==> src/rtl/c_mac_pkg.sv <==
// c_mac_pkg: shared state enum, default widths and complex word type for the MAC sequencer
package c_mac_pkg;
  localparam int Q_DEF = 8;
  localparam int N_DEF = 16;
  typedef enum logic [2:0] {S_IDLE, S_RUN, S_WAIT, S_CLEAR, S_OUT} seq_state_t;
  typedef struct packed {
    logic signed [N_DEF-1:0] re;
    logic signed [N_DEF-1:0] im;
  } cplx_t;
endpackage

==> src/rtl/c_dot_cnt.sv <==
// c_dot_cnt: loadable down-counter with a count-equals-one flag
module c_dot_cnt #(
  parameter int W = 8
) (
  input  logic         clk,
  input  logic         rst_n,
  input  logic         load_i,
  input  logic [W-1:0] val_i,
  input  logic         dec_i,
  output logic         one_o
);
  logic [W-1:0] cnt_q;
  always_ff @(posedge clk or negedge rst_n)
    if (!rst_n) cnt_q <= '0;
    else if (load_i) cnt_q <= val_i;
    else if (dec_i && cnt_q != '0) cnt_q <= cnt_q - 1'b1;
  assign one_o = cnt_q == W'(1);
endmodule

==> src/rtl/c_dot_seq.sv <==
// c_dot_seq: feeds complex operand beats into c_mac, collects the accumulated result and clears it
module c_dot_seq
  import c_mac_pkg::*;
#(
  parameter int Q       = Q_DEF,
  parameter int N       = N_DEF,
  parameter int LEN_W   = 8,
  parameter int TIMEOUT = 64
) (
  input  logic             clk,
  input  logic             rst_n,
  input  logic             start,
  input  logic [LEN_W-1:0] len,
  output logic             busy,
  input  logic             op_valid,
  output logic             op_ready,
  input  logic [N-1:0]     op_ar,
  input  logic [N-1:0]     op_ai,
  input  logic [N-1:0]     op_br,
  input  logic [N-1:0]     op_bi,
  output logic             mac_en,
  output logic             mac_clear,
  output logic [N-1:0]     mac_ar,
  output logic [N-1:0]     mac_ai,
  output logic [N-1:0]     mac_br,
  output logic [N-1:0]     mac_bi,
  input  logic [N-1:0]     mac_r_in,
  input  logic [N-1:0]     mac_i_in,
  input  logic             mac_result_valid,
  output logic             res_valid,
  input  logic             res_ready,
  output logic [N-1:0]     res_r,
  output logic [N-1:0]     res_i,
  output logic             res_err
);
  localparam int TW = $clog2(TIMEOUT + 1);
  if (Q < 0 || Q >= N || N != N_DEF) begin : g_bad_param
    $error("c_dot_seq: unsupported Q/N combination");
  end
  seq_state_t state_q, state_d;
  cplx_t a_q, a_d, b_q, b_d, res_q, res_d;
  logic mac_en_q, mac_clear_q, res_err_q, res_err_d;
  logic cmd_go, accept, done, beat_one, tmo_one;
  assign cmd_go = state_q == S_IDLE && start && len != '0;
  assign accept = state_q == S_RUN && op_valid;
  assign done   = state_q == S_WAIT && (mac_result_valid || tmo_one);
  always_comb begin
    state_d = state_q;
    case (state_q)
      S_IDLE:  state_d = cmd_go ? S_RUN : S_IDLE;
      S_RUN:   state_d = (accept && beat_one) ? S_WAIT : S_RUN;
      S_WAIT:  state_d = done ? S_CLEAR : S_WAIT;
      S_CLEAR: state_d = S_OUT;
      S_OUT:   state_d = res_ready ? S_IDLE : S_OUT;
      default: state_d = S_IDLE;
    endcase
    a_d       = accept ? cplx_t'{op_ar, op_ai} : a_q;
    b_d       = accept ? cplx_t'{op_br, op_bi} : b_q;
    res_d     = !done ? res_q : mac_result_valid ? cplx_t'{mac_r_in, mac_i_in} : '0;
    res_err_d = done ? !mac_result_valid : res_err_q;
  end
  always_ff @(posedge clk or negedge rst_n)
    if (!rst_n) begin
      state_q     <= S_IDLE;
      a_q         <= '0;
      b_q         <= '0;
      res_q       <= '0;
      res_err_q   <= 1'b0;
      mac_en_q    <= 1'b0;
      mac_clear_q <= 1'b0;
    end else begin
      state_q     <= state_d;
      a_q         <= a_d;
      b_q         <= b_d;
      res_q       <= res_d;
      res_err_q   <= res_err_d;
      mac_en_q    <= accept;
      mac_clear_q <= done;
    end
  c_dot_cnt #(.W(LEN_W)) u_beat_cnt (
    .clk   (clk),
    .rst_n (rst_n),
    .load_i(cmd_go),
    .val_i (len),
    .dec_i (accept),
    .one_o (beat_one)
  );
  c_dot_cnt #(.W(TW)) u_tmo_cnt (
    .clk   (clk),
    .rst_n (rst_n),
    .load_i(accept && beat_one),
    .val_i (TW'(TIMEOUT)),
    .dec_i (state_q == S_WAIT),
    .one_o (tmo_one)
  );
  assign busy      = state_q != S_IDLE;
  assign op_ready  = state_q == S_RUN;
  assign res_valid = state_q == S_OUT;
  assign mac_en    = mac_en_q;
  assign mac_clear = mac_clear_q;
  assign mac_ar    = a_q.re;
  assign mac_ai    = a_q.im;
  assign mac_br    = b_q.re;
  assign mac_bi    = b_q.im;
  assign res_r     = res_q.re;
  assign res_i     = res_q.im;
  assign res_err   = res_err_q;
endmodule

==> config.mk <==
export PLATFORM = sky130hd
export DESIGN_NAME = c_dot_seq
export DESIGN_NICKNAME = d
export VERILOG_FILES = /design/src/rtl/c_mac_pkg.sv /design/src/rtl/c_dot_cnt.sv /design/src/rtl/c_dot_seq.sv
export SDC_FILE = /design/constraint.sdc
export NUM_CORES = 1
export LEC_CHECK = 0
export ABC_AREA = 1
export BUFFER_PORTS_ARGS = -buffer_cell sky130_fd_sc_hd__buf_2
export CAP_MARGIN = 30
export CELL_PAD_IN_SITES_DETAIL_PLACEMENT = 1
export CELL_PAD_IN_SITES_GLOBAL_PLACEMENT = 1
export CORE_MARGIN = 4
export CORE_UTILIZATION = 35
export CTS_BUF_LIST = sky130_fd_sc_hd__clkbuf_4
export CTS_CLUSTER_DIAMETER = 80
export DETAILED_ROUTE_END_ITERATION = 10
export GPL_TIMING_DRIVEN = 0
export PLACE_DENSITY = 0.8
export SYNTH_ARGS = -nofsm -noshare
export SYNTH_HDL_FRONTEND = slang
export SYNTH_SLANG_ARGS = --single-unit
==> constraint.sdc <==
create_clock -name clk -period 3.95 [get_ports clk]
set_input_delay 0 -clock clk [delete_from_list [all_inputs] [get_ports clk]]
set_output_delay 0 -clock clk [all_outputs]
set_load 0.005 [all_outputs]
==> flow_metrics.tcl <==
set metrics [dict create \
    dpl.hpwl_um 11600 \
    slowest_delay_ps 560 \
    clock_sinks 117 \
    grt.overflow.total 0 \
    synth_seq_area_share_pct 58.7 \
    place_area_mm2 0.00630 \
    insertion_delay_ps 540 \
    drt-total-wl_um 21400 \
    finish.net_count 1084 \
    ant_nets 0 \
    power_mw 4.30 \
    syn_area_mm2 0.00498 \
    worst_hold_path_type "input port to async pin" \
    leakagePower_nw 4.55 \
    via_per_inst 4.78 \
    hold_ws_ps 39.2 \
    antenna_found_initial 2 \
    ys_seq_elements 117 \
    fin_skew_ps 28.5 \
    core.rowCount 43 \
    core_area_mm2 0.0139 \
    critPathMaxFanout 10 \
    cpLargestDelayFamily "buffers and inverters" \
    rsz0062_at_grt "no" \
    register_area_mm2 0.00293 \
    swShare_pct 38.4 \
    cts_buffers 17 \
    grt_usage_pct 27.1 \
    syn_nets 707 \
    routedWlPerCell_um 18.4 \
    r2r.worst_path.cells 10 \
    internal_power_mw 2.65 \
    gp_congestion 0.865 \
    grt_pass1_wl_um 34200 \
    relSlewSlack_pct 40.0 \
    cts_buffer_depth 2 \
    p_per_area_mw_per_mm2 538 \
    num_vias 5566 \
    worst_setup_path_end_kind "flop" \
    syn2layout_area_growth_pct 60.5 \
    io_pins 212 \
    start_util_pct 35.8 \
    synthesis.yosys.warnings 0 \
    drt_iter0_drc 312 \
    die_area_mm2 0.0162 \
    max_freq_mhz 410 \
    cts.htree.levels 4 \
    p_comb_share_pct 38.3 \
    cts_root_buf "clkbuf_4" \
    report.final.slew_viol_count 0 \
    critPathSlowestCell "dlygate4sd3_1" \
    n_fill_cell 1698 \
    final_cell_area_mm2 0.00800 \
    drt_first_pass_iters 4 \
    setup_viol 0 \
    p_seq_share_pct 43.6 \
    worstSetupPathType "flop to flop" \
    cap_violations 0 \
    multiInputGateArea_mm2 0.00174 \
    cts_tree "done" \
    port_buffers 211 \
    critical_path_required_ps 4420 \
    switchingPower_mw 1.65 \
    drc 0 \
    clkTransAtPathRegs_ps 110 \
    layout-drive-gt1-share_pct 28.5 \
    synth_cells 593 \
    post-cts-setup-buffers 0 \
    grt_pass1_vias 6391 \
    finalSetupTns_ps 0 \
    cp.arrival_ps 2920 \
    path_depth 10 \
    irDropWorstVdd_v 0.000226 \
    synth_area_per_cell_um2 8.40 \
    chipWidth_um 127 \
    crit_top_cell "nand2_1" \
    synth_top_area_share_pct 58.7 \
    worstMarginPinSlew_ps 898 \
    status "finished, final reports clean" \
    die_h_um 127 \
    synth.area.top_cells "dfrtp_1 59%, nand2_1 26%, nand3_1 3.4%, buf_6 2.7%, inv_1 2.2%" \
    final_hold_viol_count 0 \
    startpoint_type "flop" \
    grt_max_degree 100 \
    yosysUniqueCellTypes 21 \
    pwr-share-clk_pct 18.2 \
    cp.buffers_inverters 5 \
    period_share_pct 61.8 \
    cp_cell_sequence "nor2_2 > nand2_1 > inv_2 > nand2_1 > clkinv_2 > buf_6 > nand2_1 > dlygate4sd3_1 > nand2_1 > dlygate4sd3_1" \
    period_minus_slack_ps 2440 \
    synth_area_leader_cell "dfrtp_1" \
]
-- cells in the mapped netlist (all sizes together) --
library cell,instances
xor2,4
nand2,344
o21ai,4
xnor2,2
inv,34
o21bai,1
ha,4
a21oi,1
buf,21
dfrtp,117
nand4,3
clkinv,1
nand3,35
nor2,22
-- layout make-up --
class / count / area share, %
diodes: 3 / 0.0938
clock buffers: 19 / 1.78
well taps: 180 / 2.82
clock inverters: 12 / 1.13
plain buffers: 21 / 2.28
multi-input cells: 420 / 21.8
flip-flops and latches: 117 / 36.6
inverters: 35 / 1.66
repair buffers: 358 / 31.9
-- through the flow --
step	util [%]	setup WS (ps)	instances
floorplan	-	2610	593
global placement	45.0	1420	984
detailed placement	45.2	2390	985
CTS	57.4	1600	1162
global route	57.4	1370	1164
finish	57.4	1510	1165
-- layout by cell type, fill, tap and decap left out, types with 6 or more instances in the layout --
cell and count:
buf_2 218, buf_6 13, clkbuf_4 19, clkinv_2 6
dfrtp_1 117, dlygate4sd3_1 146, inv_1 29, nand2_1 339
nand3_1 34, nor2_1 17
-- final timing paths --
kind                                  from   endpoint  slack (ps)
worst max-delay path            state_q[2]   res_i[2]        1510
worst min-delay path                 rst_n  mac_ai[6]          40
worst max register to register  state_q[2]   res_i[2]        1510
worst min register to register    res_r[9]   res_r[9]         480
max in group asynchronous            rst_n  mac_bi[7]        2670
min in group clk                  op_ar[0]  mac_ar[0]         200
-- sequential cells by signal, indices dropped and copies added (netlist names), 3 cells and up --
| register | count |
|---|---|
| mac_ai | 16 |
| mac_ar | 16 |
| mac_bi | 16 |
| mac_br | 16 |
| res_i | 16 |
| res_r | 16 |
| state_q | 3 |
| u_beat_cnt.cnt_q | 8 |
| u_tmo_cnt.cnt_q | 7 |
-- layer usage --
layer	track usage (%)	vias up	part of all wire (%)	routed length [µm]
li1	-	2553	-	-
met1	29.7	2714	37	7950
met2	50.2	240	53	11400
met3	7.07	59	6.4	1370
met4	9.59	0	3.2	685
met5	0	-	0	0
-- worst min-delay path: stages --
cell and delay, ps:
dlygate4sd3_1 550, buf_6 130, buf_16 340
-- logic make-up (layout without fill, tap and decap cells) --
logic type	after synthesis	after routing	synth area share (%)
flip-flops	117	117	58.7
AND/OR/NAND/NOR	404	404	32.1
adder cells (fa/ha/maj)	4	4	1.00
XOR/XNOR	6	6	1.05
AO/OA/AOI/OAI	6	6	0.803
other	0	3	0
buffers and inverters	56	445	6.33
-- power groups by stage --
stage	clock, mW	sequential [mW]	combinational (mW)
floorplan	0	1.87	0.679
global placement	0	1.83	1.32
detailed placement	0	1.86	1.40
CTS	0.797	1.84	1.59
global route	0.871	1.92	1.84
finish	0.781	1.87	1.65
-- what timing repair did --
action | 4_1_cts | 5_1_grt
endpoints found under the hold margin | 225 | 0
setup endpoints to repair | 0 | 0
gates resized for setup | 0 | 0
hold buffers | 146 | 0
Note: power is estimated with default switching activity, not from simulation.
